<file path="config.mk">
export PLATFORM = sky130hd
export DESIGN_NAME = udp_header_tx
export DESIGN_NICKNAME = d
export VERILOG_FILES = /design/src/rtl/udp_header_tx.sv
export SDC_FILE = /design/constraint.sdc
export NUM_CORES = 1
export LEC_CHECK = 0
export ABC_AREA = 1
export ABC_CLOCK_PERIOD_IN_PS = 4110
export CAP_MARGIN = 20
export CORE_MARGIN = 5
export CORE_UTILIZATION = 45
export DETAILED_ROUTE_END_ITERATION = 8
export DONT_BUFFER_PORTS = 1
export HOLD_SLACK_MARGIN = 0.12
export PLACE_DENSITY = 0.64
export RECOVER_POWER = 50
export SETUP_SLACK_MARGIN = 0.3
export SYNTH_ARGS = -nofsm -noshare
export SYNTH_HDL_FRONTEND = slang
export SYNTH_SLANG_ARGS = --single-unit
</file>
<file path="constraint.sdc">
create_clock -name aclk -period 4.11 [get_ports aclk]
set_clock_uncertainty 0.15 [all_clocks]
set_input_delay 0.6165 -clock aclk [delete_from_list [all_inputs] [get_ports aclk]]
set_output_delay 0.6165 -clock aclk [all_outputs]
set_load 0.05 [all_outputs]
</file>
<file path="src/rtl/udp_header_tx.sv">
// ---------------------------------------------------------------------------
// udp_header_tx
// Builds a UDP datagram on an 8-bit byte stream. It sends the 8-byte header
// (source port, destination port, length, zero checksum), then passes the
// payload bytes straight from the upstream source to the IP transmitter.
//
// Ports
//   aclk, areset            clock; asynchronous active-high reset
//   start                   one-cycle request to send one datagram
//   port_s, port_d          source / destination port, latched on accept
//   payload_len             payload byte count, latched on accept
//   s_data/s_valid/s_ready  upstream payload byte stream
//   data_out/data_valid/
//   data_ready/data_tlast   downstream UDP byte stream
//   busy                    a datagram is in flight
//   len_err                 one-cycle pulse when a start is rejected
//
// state   | meaning
// --------+----------------------------------------------------------
// IDLE    | waiting for start; outputs quiet
// HEADER  | sending header bytes 0..7 from the latched fields
// PAYLOAD | pass-through of payload bytes from s_* to data_*
// ---------------------------------------------------------------------------
module udp_header_tx #(
    parameter int unsigned MAX_PAYLOAD = 1472
) (
    input  logic        aclk,
    input  logic        areset,
    input  logic        start,
    input  logic [15:0] port_s,
    input  logic [15:0] port_d,
    input  logic [10:0] payload_len,
    input  logic [7:0]  s_data,
    input  logic        s_valid,
    output logic        s_ready,
    output logic [7:0]  data_out,
    output logic        data_valid,
    input  logic        data_ready,
    output logic        data_tlast,
    output logic        busy,
    output logic        len_err
);

    localparam logic [10:0] MAX_LEN = 11'(MAX_PAYLOAD);

    typedef enum logic [1:0] {
        IDLE    = 2'd0,
        HEADER  = 2'd1,
        PAYLOAD = 2'd2
    } state_t;

    state_t      state, state_nxt;
    logic [2:0]  hdr_cnt;
    logic [10:0] pay_cnt;
    logic [15:0] port_s_q;
    logic [15:0] port_d_q;
    logic [10:0] len_q;
    logic        len_err_q;

    logic        len_ok;
    logic        accept;
    logic        xfer;
    logic        hdr_last;
    logic        pay_last;
    logic [15:0] udp_len;

    assign len_ok   = (payload_len <= MAX_LEN);
    assign accept   = (state == IDLE) && start && len_ok;
    assign xfer     = data_valid && data_ready;
    assign hdr_last = (hdr_cnt == 3'd7);
    // len_q is at least 1 whenever PAYLOAD is entered, so len_q - 1 never wraps there.
    assign pay_last = (pay_cnt == (len_q - 11'd1));
    assign udp_len  = 16'(len_q) + 16'd8;
    assign busy     = (state != IDLE);
    assign len_err  = len_err_q;

    always_ff @(posedge aclk or posedge areset) begin
        if (areset) begin
            state <= IDLE;
        end else begin
            state <= state_nxt;
        end
    end

    always_comb begin
        state_nxt  = state;
        data_out   = 8'h00;
        data_valid = 1'b0;
        data_tlast = 1'b0;
        s_ready    = 1'b0;
        case (state)
            IDLE: begin
                if (accept) begin
                    state_nxt = HEADER;
                end
            end
            HEADER: begin
                data_valid = 1'b1;
                case (hdr_cnt)
                    3'd0:    data_out = port_s_q[15:8];
                    3'd1:    data_out = port_s_q[7:0];
                    3'd2:    data_out = port_d_q[15:8];
                    3'd3:    data_out = port_d_q[7:0];
                    3'd4:    data_out = udp_len[15:8];
                    3'd5:    data_out = udp_len[7:0];
                    default: data_out = 8'h00;
                endcase
                data_tlast = hdr_last && (len_q == 11'd0);
                if (data_ready && hdr_last) begin
                    state_nxt = (len_q == 11'd0) ? IDLE : PAYLOAD;
                end
            end
            PAYLOAD: begin
                data_out   = s_data;
                data_valid = s_valid;
                s_ready    = data_ready;
                data_tlast = s_valid && pay_last;
                if (s_valid && data_ready && pay_last) begin
                    state_nxt = IDLE;
                end
            end
            default: begin
                state_nxt = IDLE;
            end
        endcase
    end

    always_ff @(posedge aclk or posedge areset) begin
        if (areset) begin
            hdr_cnt   <= 3'd0;
            pay_cnt   <= 11'd0;
            port_s_q  <= 16'h0000;
            port_d_q  <= 16'h0000;
            len_q     <= 11'd0;
            len_err_q <= 1'b0;
        end else begin
            len_err_q <= (state == IDLE) && start && !len_ok;
            if (accept) begin
                port_s_q <= port_s;
                port_d_q <= port_d;
                len_q    <= payload_len;
                hdr_cnt  <= 3'd0;
                pay_cnt  <= 11'd0;
            end else if (state == HEADER && xfer) begin
                hdr_cnt <= hdr_cnt + 3'd1;
            end else if (state == PAYLOAD && xfer) begin
                pay_cnt <= pay_cnt + 11'd1;
            end
        end
    end

endmodule

</file>
# Word-level counts from Yosys, hierarchy flattened

Index checks and enable logic that the tools add are counted.
W data, S select, Z words.

Flip-flop bits (word level): 60
Bits of input ports: 56
Output and inout port bits: 13
Logic and storage cells: 60

Add/subtract/negate cells: 4
Magnitude comparators: 1
Equality and inequality tests: 13
Multiplexer cells: 15
Reduce and logical (&&, ||, !) cells: 20

Operators with widths:

| kind                    | count |
|---|---|
| $pmux W8 S6             | 1 |
| $mux W11                | 3 |
| $pmux W8 S2             | 1 |
| $add A11 B4 Y12 const B | 1 |
| $add A11 B1 Y11 const B | 1 |
| $eq A11 B11 Y1          | 1 |
| $le A11 B11 Y1 const B  | 1 |
| $logic_and A1 B1 Y1     | 11 |
| $logic_not A11 Y1       | 1 |
| $sub A11 B1 Y11 const B | 1 |
| $eq A3 B3 Y1 const B    | 3 |
| $mux W2                 | 4 |
| $ne A2 B2 Y1 const B    | 4 |
| $eq A3 B2 Y1 const B    | 2 |
| $mux W3                 | 2 |
| $pmux W2 S3             | 1 |
| $reduce_bool A2 Y1      | 3 |
| $pmux W1 S2             | 2 |
| $add A3 B1 Y3 const B   | 1 |
| $eq A3 B1 Y1 const B    | 1 |
| $logic_not A3 Y1        | 1 |
| $reduce_and A3 Y1       | 1 |
| $eq A2 B1 Y1 const B    | 1 |
| $eq A2 B2 Y1 const B    | 1 |
| 4 further kinds         | 4 |

# Longest topological paths before layout

Word-level depth: 7
Mapped depth: 16
Gate-level depth less buffers: 16

# Worst setup path before layout

No wires, ideal clock.

Path type: register -> output
From: register len_q[0]
To: output port data_tlast
Data arrival time: 2188 ps
Data required time: 3343 ps
Setup slack: 1156 ps
Cell stages (with the launch flop): 13
Path buffers: 0
Cell sequence: dfrtp_1 -> inv_1 -> ha_1 -> nand2_2 -> nor2_4 -> nand2_1 -> nand2_1 -> nand2_1 -> nand2_1 -> nand2_1 -> nor2_1 -> nand3_1 -> a21oi_1

Word-level cells in the longest chain between the ends: 4
Elaborated cells between the ends (all ways): 6
Those cells by class: add/sub: 1; eq/ne: 1; mux: 1; reduce/logical: 3

Ends and longest elaborated chain:

| what                   | line | text |
|---|---|---|
| start, declared        | 57   | `logic [10:0] len_q;` |
| start signal, assigned | 141  | `len_q <= payload_len;` |
| $sub A11 B1 Y11        | 72   | `assign pay_last = (pay_cnt == (len_q - 11'd1));` |
| $eq A11 B11 Y1         | 72   |  |
| $logic_and A1 B1 Y1    | 117  | `data_tlast = s_valid && pay_last;` |
| $pmux W1 S2 (*)        | 91   | `case (state)` |
| end, declared          | 39   | `output logic data_tlast,` |

Every way passes the cells marked *; elsewhere a longest branch is shown, timed or not.

# Worst setup path in the final report

Ends and elaborated chain as after synthesis.

==> flow_summary.ini <==
[outcome]
status = completed

[route]
routed_via_density = 5.23
num_vias = 3353
first_pass_iters = 4
drt.antenna.violating_nets = 0
wirelength_um = 9940
drc_errors = 0
avgRoutedWirePerCell_um = 15.5
drtIter0Drc = 204

[worst_setup_path]
cp.required_ns = 3.34
path_cells = inv_1 > ha_1 > inv_1 > nand2_1 > nand3_1 > nand2_1 > a21oi_1 > nand4_1 > nor2_1 > nand3_1 > a21oi_1 > buf_4
cp-start-kind = flip-flop
crit_buf_inv = 3
cp_slowest_stage_delay_ns = 0.43
crit_family = simple AND/OR/NAND/NOR gates
r2r_start = state[0]$_DFFE_PP0P_
critPathArrivalTime_ns = 2.51
cp_max_fo = 7
rr_worst_depth = 9
slowest_stage = dfrtp_1
regToRegEndpoint = pay_cnt[5]$_DFFE_PP0P_
critical_path_class = flip-flop to primary output
worst_setup_path_end_kind = primary output
reg2reg_slack_ns = 1.21

[die]
die_h_um = 101
io_pins = 69
initial_utilization_pct = 45.6
placementRows = 33
die_w_um = 101
die_area_sq_mm = 0.0101
core_area_sq_mm = 0.00809

[power_and_ir_drop]
peakVddDrop_uv = 327
pwr-share-comb_pct = 45.3
power.total_mw = 2.75
power_switching_mw = 1.28
p_int_mw = 1.46
pwr-share-seq_pct = 36.2
p_sw_share_pct = 46.7
p_leak_nw = 2.00
power_frac_clock_pct = 18.5
power.density_mw_per_mm2 = 685

[synthesis]
synth.distinct_cells = 35
ys_seq_area_share_pct = 40.7
ys_seq_elements = 60
yosysWarnings = 0
netlist.area_leader.share_pct = 40.7
synth_largest_area_cell = dfrtp_1
ys_top_cells_by_area = dfrtp_1 (41%), nand2_1 (21%), inv_1 (5.4%)
syn_area_per_cell_sq_um = 7.06
synth_cells = 523
synth_area_sq_mm = 0.00369
synth_nets = 592

[timing]
final-setup-viol-count = 0
fin_tns_setup_ns = 0
finalHoldViolCount = 0
period_minus_slack_ns = 3.28
worst_slew_pin_slew_ns = 0.979
period_share_pct = 79.8
slew_headroom_pct = 34.6
fmax_mhz = 305
drv_slew = 0
rsz0062_at_grt = no

[finish]
fin_nets = 600
fill_cells = 881
drive_gt1_share_pct = 7.28
area_growth_pct = 8.57
n_antenna_cell = 0

[placement]
hpwlAfterDp_um = 7640
port_buffers = 0
gp_congestion = 0.896

[run]
drv_cap = 0

[clocking]
cts.repair.resized = 0
cts_sinks = 60
clkTransAtPathRegs_ns = 0.07
clk_latency_ns = 0.33
root_buffer = clkbuf_8
cts_buffers = 9
htree_num_levels = 3
cts_tree = built
cts_buffer_depth = 2

[grt]
grt_pass1_wl_um = 16200
grt-busiest-layer = met2
antenna_found_initial = 0
grt_usage_pct = 20.4
overflow = 0
grt_start_max_net_pins = 54
first_global_vias = 3349
grt.met1_usage_pct = 25.6
met2_usage_pct = 35.0
met3_usage_pct = 5.19

[min_path]
hp-start = port_s[3]
worstHoldPathCells = 2
hp-class = primary input to flip-flop
hold_end = port_s_q[3]$_DFFE_PP0P_
[cells in the final DEF (no fill, tap or decap), types with 10 or more instances in the layout]
cell	n
nand2_1	204
a21oi_1	21
dfrtp_1	60
ha_1	13
o21ai_0	29
nor2_1	33
buf_4	10
inv_1	53
nand3_1	39
[layout make-up]
type                       count  area, sq um  area share (%)
clock inverter                 5         52.6            1.31
inverter                      56          210            5.24
tap                          105          131            3.28
sequential                    60         1500            37.5
timing repair buffer          12         90.1            2.25
multi-input combinational    392         1890            47.2
clock buffer                  11          131            3.28
[worst reg2reg max path, stage by stage (launching register included)]
cell and delay (ns):
dfrtp_1 0.40, inv_1 0.09, ha_1 0.49, nand2_1 0.14, a21oi_2 0.60, nand3_1 0.34, nor2_1 0.25, nand3_1 0.12
o21ai_0 0.16, a21oi_1 0.06
[stage by stage]
step                      cell area, sq um  cells  hold WS [ns]  setup WS [ns]  util [%]
after floorplan                       3690    523         0.299           1.16         -
after global placement                3820    624         0.313           1.20      47.2
after detailed placement              3820    624         0.318           1.16      47.2
after CTS                             4010    641         0.228          0.827      49.6
after global routing                  4010    641         0.222          0.571      49.5
final                                 4010    641         0.241          0.831      49.5
[timing repair]
item | CTS | global route
hold endpoints to repair | 24 | 0
setup buffers | 0 | 0
hold buffers | 1 | 0
[routing by layer]
layer / wire, um / vias up
li1: - / 1691
met1: 4340 / 1556
met2: 4910 / 96
met3: 578 / 10
met4: 111 / 0
met5: 0 / -
[how the worst max path moves through the flow]
| stage | from | end | slack (ns) | depth (start not counted) |
|---|---|---|---|---|
| after floorplan | len_q[0]$_DFFE_PP0P_ | data_tlast | 1.16 | 12 |
| after global placement | payload_len[2] | pay_cnt[7]$_DFFE_PP0P_ | 1.20 | 9 |
| after detailed placement | payload_len[2] | pay_cnt[7]$_DFFE_PP0P_ | 1.16 | 9 |
| after CTS | len_q[0]$_DFFE_PP0P_ | data_tlast | 0.83 | 11 |
| after global routing | len_q[0]$_DFFE_PP0P_ | data_tlast | 0.57 | 13 |
| final | len_q[0]$_DFFE_PP0P_ | data_tlast | 0.83 | 12 |
[state kept, by name (all words and copies together), names as in the netlist]
name and count:
port_d_q 16, port_s_q 16, len_q 11, pay_cnt 11, hdr_cnt 3, state 2
len_err 1
[power by group through the flow]
stage	combinational, mW	sequential (mW)	clock [mW]
CTS	1.25	0.991	0.522
global route	1.41	1.02	0.546
global placement	1.22	0.993	0
finish	1.25	0.994	0.509
detailed placement	1.25	1.00	0
floorplan	1.02	0.932	0
[cell usage after synthesis, drive strengths merged]
cell type / count
a31o: 1
nor4: 1
clkinv: 1
inv: 55
nand4: 6
clkbuf: 6
nor2: 39
o211ai: 2
buf: 9
xnor2: 1
dfrtp: 60
nand3: 39
xor2: 9
a22o: 4
nor3b: 1
a21oi: 22
nand2: 207
nor3: 7
o22ai: 1
ha: 13
o2111ai: 2
a31oi: 1
a221oi: 3
o21ai: 31
o21bai: 1
a211oi: 1
[kinds of logic (layout without fill, tap and decap cells)]
logic type,after synthesis,after routing,share of synthesized area (%)
AO/OA/AOI/OAI,69,69,10.8
XOR/XNOR,10,10,2.37
adder cells (fa/ha/maj),13,13,4.41
buffers and inverters,71,84,8.10
flip-flops,60,60,40.7
AND/OR/NAND/NOR,300,300,33.6
Power figures use the tool's default switching activity.
